### config.mk
export PLATFORM = sky130hd
export DESIGN_NAME = rr_sel_arbiter16_flat
export DESIGN_NICKNAME = d
export VERILOG_FILES = /design/src/rtl/rr_sel_arbiter16_if.sv /design/src/rtl/rr_sel_arbiter16.sv /design/src/flat_wrapper.sv
export SDC_FILE = /design/constraint.sdc
export NUM_CORES = 1
export LEC_CHECK = 0
export CAP_MARGIN = 0
export CORE_ASPECT_RATIO = 1.25
export CORE_MARGIN = 1.5
export CORE_UTILIZATION = 52
export DETAILED_ROUTE_END_ITERATION = 6
export HOLD_SLACK_MARGIN = 0.05
export PLACE_DENSITY = 0.78
export SYNTH_ARGS = -nofsm -noshare
export SYNTH_HDL_FRONTEND = slang
export SYNTH_SLANG_ARGS = --single-unit
export TNS_END_PERCENT = 20
### constraint.sdc
create_clock -name clk -period 4.6 [get_ports clk]
set_clock_uncertainty 0.1 [all_clocks]
set_input_delay 0.46 -clock clk [delete_from_list [all_inputs] [get_ports clk]]
set_output_delay 0.46 -clock clk [all_outputs]
set_load 0.02 [all_outputs]
### src/rtl/rr_sel_arbiter16_if.sv
// Request/grant bundle between the requesters, the downstream consumer and the
// round-robin arbiter that owns the s16bitmux select.
interface rr_sel_arbiter16_if #(
  parameter int CNT_W = 4
);
  logic [15:0]      req;
  logic             lock;
  logic             ready;
  logic [15:0]      gnt;
  logic [3:0]       sel;
  logic             valid;
  logic [CNT_W-1:0] beat_cnt;

  // Requester/consumer side
  modport master (
    output req, lock, ready,
    input  gnt, sel, valid, beat_cnt
  );

  // Arbiter side
  modport slave (
    input  req, lock, ready,
    output gnt, sel, valid, beat_cnt
  );
endinterface

### src/rtl/rr_sel_arbiter16.sv
// Round-robin arbiter sharing a 16:1 bit mux among 16 requesters; registered
// one-hot grant and binary select, valid/ready beat handshake, bounded lock.
module rr_sel_arbiter16 #(
  parameter int MAX_BEATS = 4,
  parameter int CNT_W     = 4
) (
  input logic               clk,
  input logic               rst,
  rr_sel_arbiter16_if.slave bus
);

  typedef enum logic {IDLE, GRANT} state_t;

  localparam logic [CNT_W:0] BEAT_LIM = MAX_BEATS[CNT_W:0];

  state_t           state_p1, state_nxt;
  logic [3:0]       ptr_p1, ptr_nxt;
  logic [15:0]      gnt_p1, gnt_nxt;
  logic [3:0]       sel_p1, sel_nxt;
  logic             vld_p1, vld_nxt;
  logic [CNT_W-1:0] cnt_p1, cnt_nxt;

  logic             hs;
  logic             keep;
  logic             rel;
  logic [3:0]       base;
  logic [4:0]       pick;

  // {found, index} of the first set request at or after base, modulo 16.
  function automatic logic [4:0] rr_pick(input logic [15:0] r, input logic [3:0] b);
    logic [4:0] res;
    logic [3:0] idx;
    res = '0;
    for (int i = 15; i >= 0; i--) begin
      idx = b + 4'(i);
      if (r[idx]) res = {1'b1, idx};
    end
    return res;
  endfunction

  function automatic logic [15:0] onehot16(input logic [3:0] i);
    return 16'd1 << i;
  endfunction

  // True when the beat now completing would exhaust the owner's tenure.
  function automatic logic last_beat(input logic [CNT_W-1:0] c);
    return ({1'b0, c} + {{CNT_W{1'b0}}, 1'b1}) >= BEAT_LIM;
  endfunction

  // Stage p0: handshake decode and re-arbitration from the current inputs
  always_comb begin
    state_nxt = state_p1;
    ptr_nxt   = ptr_p1;
    gnt_nxt   = gnt_p1;
    sel_nxt   = sel_p1;
    vld_nxt   = vld_p1;
    cnt_nxt   = cnt_p1;

    hs   = vld_p1 & bus.ready;
    keep = hs & bus.lock & bus.req[sel_p1] & ~last_beat(cnt_p1);
    rel  = (state_p1 == GRANT) & ((hs & ~keep) | (~hs & ~bus.req[sel_p1]));
    // On release the search starts just past the outgoing owner, so it ranks last.
    base = (state_p1 == GRANT) ? sel_p1 + 4'd1 : ptr_p1;
    pick = rr_pick(bus.req, base);

    case (state_p1)
      IDLE: begin
        if (pick[4]) begin
          state_nxt = GRANT;
          gnt_nxt   = onehot16(pick[3:0]);
          sel_nxt   = pick[3:0];
          vld_nxt   = 1'b1;
          cnt_nxt   = '0;
        end
      end
      GRANT: begin
        if (keep) begin
          cnt_nxt = cnt_p1 + {{(CNT_W-1){1'b0}}, 1'b1};
        end else if (rel) begin
          ptr_nxt = base;
          cnt_nxt = '0;
          if (pick[4]) begin
            gnt_nxt = onehot16(pick[3:0]);
            sel_nxt = pick[3:0];
            vld_nxt = 1'b1;
          end else begin
            state_nxt = IDLE;
            gnt_nxt   = '0;
            vld_nxt   = 1'b0;
          end
        end
      end
      default: begin
        state_nxt = IDLE;
        gnt_nxt   = '0;
        vld_nxt   = 1'b0;
        cnt_nxt   = '0;
      end
    endcase
  end

  // Stage p1: registered grant state driving the mux select
  always_ff @(posedge clk) begin
    if (rst) begin
      state_p1 <= IDLE;
      ptr_p1   <= '0;
      gnt_p1   <= '0;
      sel_p1   <= '0;
      vld_p1   <= 1'b0;
      cnt_p1   <= '0;
    end else begin
      state_p1 <= state_nxt;
      ptr_p1   <= ptr_nxt;
      gnt_p1   <= gnt_nxt;
      sel_p1   <= sel_nxt;
      vld_p1   <= vld_nxt;
      cnt_p1   <= cnt_nxt;
    end
  end

  assign bus.gnt      = gnt_p1;
  assign bus.sel      = sel_p1;
  assign bus.valid    = vld_p1;
  assign bus.beat_cnt = cnt_p1;

  a_gnt_onehot0: assert property (@(posedge clk) disable iff (rst) $onehot0(gnt_p1));
  a_gnt_sel:     assert property (@(posedge clk) disable iff (rst) gnt_p1[sel_p1] == vld_p1);
  a_stall_hold:  assert property (@(posedge clk) disable iff (rst)
                   (vld_p1 && !bus.ready && bus.req[sel_p1]) |=> ($stable(sel_p1) && $stable(gnt_p1)));

endmodule

### src/flat_wrapper.sv
// flat-port wrapper written by rule: the top's interface ports become plain ports
module rr_sel_arbiter16_flat 
#(
  parameter int MAX_BEATS = 4,
  parameter int CNT_W     = 4
)
  (clk, rst, bus_req, bus_lock, bus_ready, bus_gnt, bus_sel, bus_valid, bus_beat_cnt);
  rr_sel_arbiter16_if #(.CNT_W(CNT_W)) bus_i ();
  input logic clk;
  input logic rst;
  input wire logic [$bits(bus_i.req)-1:0] bus_req;
  input wire logic [$bits(bus_i.lock)-1:0] bus_lock;
  input wire logic [$bits(bus_i.ready)-1:0] bus_ready;
  output wire logic [$bits(bus_i.gnt)-1:0] bus_gnt;
  output wire logic [$bits(bus_i.sel)-1:0] bus_sel;
  output wire logic [$bits(bus_i.valid)-1:0] bus_valid;
  output wire logic [$bits(bus_i.beat_cnt)-1:0] bus_beat_cnt;
  assign bus_i.req = bus_req;
  assign bus_i.lock = bus_lock;
  assign bus_i.ready = bus_ready;
  assign bus_gnt = bus_i.gnt;
  assign bus_sel = bus_i.sel;
  assign bus_valid = bus_i.valid;
  assign bus_beat_cnt = bus_i.beat_cnt;
  rr_sel_arbiter16 #(.MAX_BEATS(MAX_BEATS), .CNT_W(CNT_W)) u_core (.clk(clk), .rst(rst), .bus(bus_i));
endmodule
==> flow_summary.json <==
{
  "cp-end-kind": "flop",
  "p_leak_nw": 1.72,
  "r2r.worst_path.cells": 18,
  "netlist-cell-type-count": 81,
  "vias": 4043,
  "finalNonFillerCells": 577,
  "first_iter_violations": 425,
  "synth.cell_area_sq_um": 3740,
  "place_inst": 562,
  "synthTopCellsByArea": "dfxtp_1 16%, mux4_2 13%, mux2i_1 9.4%",
  "synth-async-reset-ratio": 0,
  "grt_pass1_vias": 3792,
  "drtPass1Iterations": 7,
  "slowest_delay_ps": 430,
  "cts_num_sinks": 30,
  "cts_hold_buf": 0,
  "hold_viol": 0,
  "fin_crit_sh": 0.973,
  "hp-class": "flop to flop",
  "syn_inst": 423,
  "area_growth_pct": 23.2,
  "cp_max_fo": 11,
  "synth_edf_count": 0,
  "viasPerCell": 7.01,
  "min_path_cells": 1,
  "synth_fa_ha_area_frac": 0.0301,
  "max_slew_margin": 0.479,
  "coreArea_sq_um": 6980,
  "start_kind": "flop",
  "grt-ovfl-total": 0,
  "synthMuxAreaShare": 0.294,
  "yosysWarnings": 0,
  "dpl.hpwl_mm": 9.70,
  "synthTopCellsByCount": "35 x mux2i_1, 31 x nand2_1, 30 x dfxtp_1, 30 x nor2_1",
  "crit_chain": "ha_1 > mux2_4 > inv_6 > ha_1 > inv_1 > or3_1 > o211ai_1 > buf_4 > buf_4 > mux2i_1 > mux2i_2 > nand3_1 > a221oi_1 > o21ai_0 > o21ai_1 > nor4_1 > buf_4 > a32o_1",
  "start_util": 0.537,
  "cts.path.max_buffers": 2,
  "insertion_delay_ps": 290,
  "fin_crit_ps": 4470,
  "grt_usage": 0.335,
  "synthFlopType": "dfxtp_1",
  "postRouteWirelength_mm": 12.8,
  "path_buf_inv": 5,
  "yosysTopAreaCell": "dfxtp_1",
  "dieArea_sq_um": 7720,
  "vdd_drop_max_mv": 0.479,
  "synth-xor-area-share": 0.0344,
  "finalMaxSlewViolations": 0,
  "fp.dieH_um": 97.9,
  "yosysMostFrequentCell": "mux2i_1",
  "crit_cells": 18,
  "synth-seq-area-share": 0.160,
  "hold_start": "u_core.bus.gnt[5]$_SDFFE_PP0P_",
  "postSynthAreaPerCell_sq_um": 8.85,
  "ys_seq_elements": 30,
  "criticalPathCategory": "flop to flop",
  "status": "complete, no violations",
  "max_cap_viol_count": 0,
  "cts_max_level": 2,
  "placementRows": 34,
  "port_buffers": 44,
  "startpoint": "u_core.bus.sel[0]$_SDFFE_PP0P_",
  "power_density_nw_per_um2": 828,
  "cts_buffers": 5,
  "rr_startpoint": "u_core.bus.sel[0]$_SDFFE_PP0P_",
  "synth_nets": 452,
  "nFillCells": 587,
  "slowest_stage": "mux2i_2",
  "grt_pass1_wl_mm": 20.3,
  "synthSimpleGateAreaFrac": 0.189,
  "drive_gt1_frac": 0.224,
  "cpMostUsedCell": "buf_4",
  "synth_top_area_frac": 0.160,
  "cp.required_ps": 4680,
  "synth_top_family_by_area": "multiplexers",
  "finish.utilization": 0.661,
  "ioPinCount": 45,
  "antenna_left": 0,
  "worstPathArrival_ps": 4550,
  "gp_congestion": 1.03,
  "setup_violations": 0,
  "die_width_um": 78.9,
  "wl_per_cell_um": 22.1,
  "drc": 0,
  "cts_tree": "done",
  "cts_root_buf": "clkbuf_8",
  "synth_compound_area_frac": 0.252,
  "fmax_mhz": 223,
  "tightest_slew_ps": 775,
  "critPathTopFamily": "compound AO/OA/AOI/OAI gates",
  "antenna_found_initial": 0,
  "grt_max_degree": 21,
  "diodes": 0,
  "final_nets": 515,
  "cts.clk_slew.worst_paths_ps": 70
}
==> state kept, by name, indices dropped and copies added (netlist names) <==
name,flops
u_core.bus.beat_cnt,4
u_core.bus.sel,4
u_core.bus.valid,1
u_core.ptr_p1,4
u_core.bus.gnt,16
u_core.state_p1,1
==> cells in the final DEF, fill, tap and decap left out, types with 8 or more instances in the layout <==
master	netlist	layout
a21oi_1	15	15
nor2b_1	8	8
o2bb2ai_1	12	12
mux2i_1	35	29
clkdlybuf4s50_1	0	44
nand2_1	31	31
o21ai_0	19	19
buf_4	6	32
mux4_2	21	21
mux2_2	18	18
xnor2_1	10	10
nor2_1	30	30
nand3_1	21	21
ha_1	9	9
dfxtp_1	30	29
a221oi_1	12	11
==> cells by family (layout without fill, tap and decap cells) <==
logic type,Yosys count,in the layout
AOI/OAI and AO/OA,126,126
xor gates and xnor gates,13,13
adders and majority gates,9,9
buffers and inverters,30,94
DFF,30,30
muxes,78,78
and+or+nand+nor,137,137
==> where the power goes <==
group / internal (mW) / switching (mW) / total, mW / leakage (nW)
logic: 1.37 / 1.86 / 3.23 / 1.43
registers: 0.311 / 0.0515 / 0.362 / 0.244
clock network: 0.120 / 0.106 / 0.226 / 0.0472
total: 1.80 / 2.02 / 3.82 / 1.72
==> per-layer routing <==
metal	share of wire	vias to the layer above	global-route usage	routed length (um)
met3	0.080	73	0.0411	1020
met2	0.48	252	0.559	6120
met5	0	-	0	0
met4	0.065	0	0.188	825
li1	-	1808	-	-
met1	0.38	1910	0.416	4810
==> timing repair <==
item | in CTS | in global routing
setup buffers | 2 | 5
gates resized for setup | 4 | 15
endpoints found under the setup margin | 16 | 18
pin swaps | 1 | 1
==> cell type report <==
type	count	area (sq um)	area share
inverter	9	41.3	0.00895
clock buffer	6	82.6	0.0179
tap	90	113	0.0244
timing repair buffer	77	696	0.151
sequential	30	602	0.130
clock inverter	2	12.5	0.00271
multi-input combinational	363	3070	0.665
==> through the flow <==
step / hold WS (ps) / area [sq um] / total power, mW / setup slack, ps / setup TNS [ps]
finish: 368 / 4610 / 3.82 / 125 / 0
global route: 385 / 4610 / 4.04 / -22.3 / -41.7
CTS: 368 / 4510 / 3.58 / 46.9 / 0
detailed placement: 347 / 4380 / 3.29 / -149 / -1130
global placement: 348 / 4380 / 3.25 / -39.5 / -78.8
floorplan: 361 / 3740 / 2.46 / -20.2 / -40.4
==> worst paths after layout <==
path | endpoint | slack (ps)
worst max-delay path | u_core.bus.gnt[7]$_SDFFE_PP0P_ | 130
worst min-delay path | u_core.bus.gnt[5]$_SDFFE_PP0P_ | 370
worst max register to register | u_core.bus.gnt[7]$_SDFFE_PP0P_ | 130
worst min register to register | u_core.bus.gnt[5]$_SDFFE_PP0P_ | 370
Power figures use the tool's default switching activity.
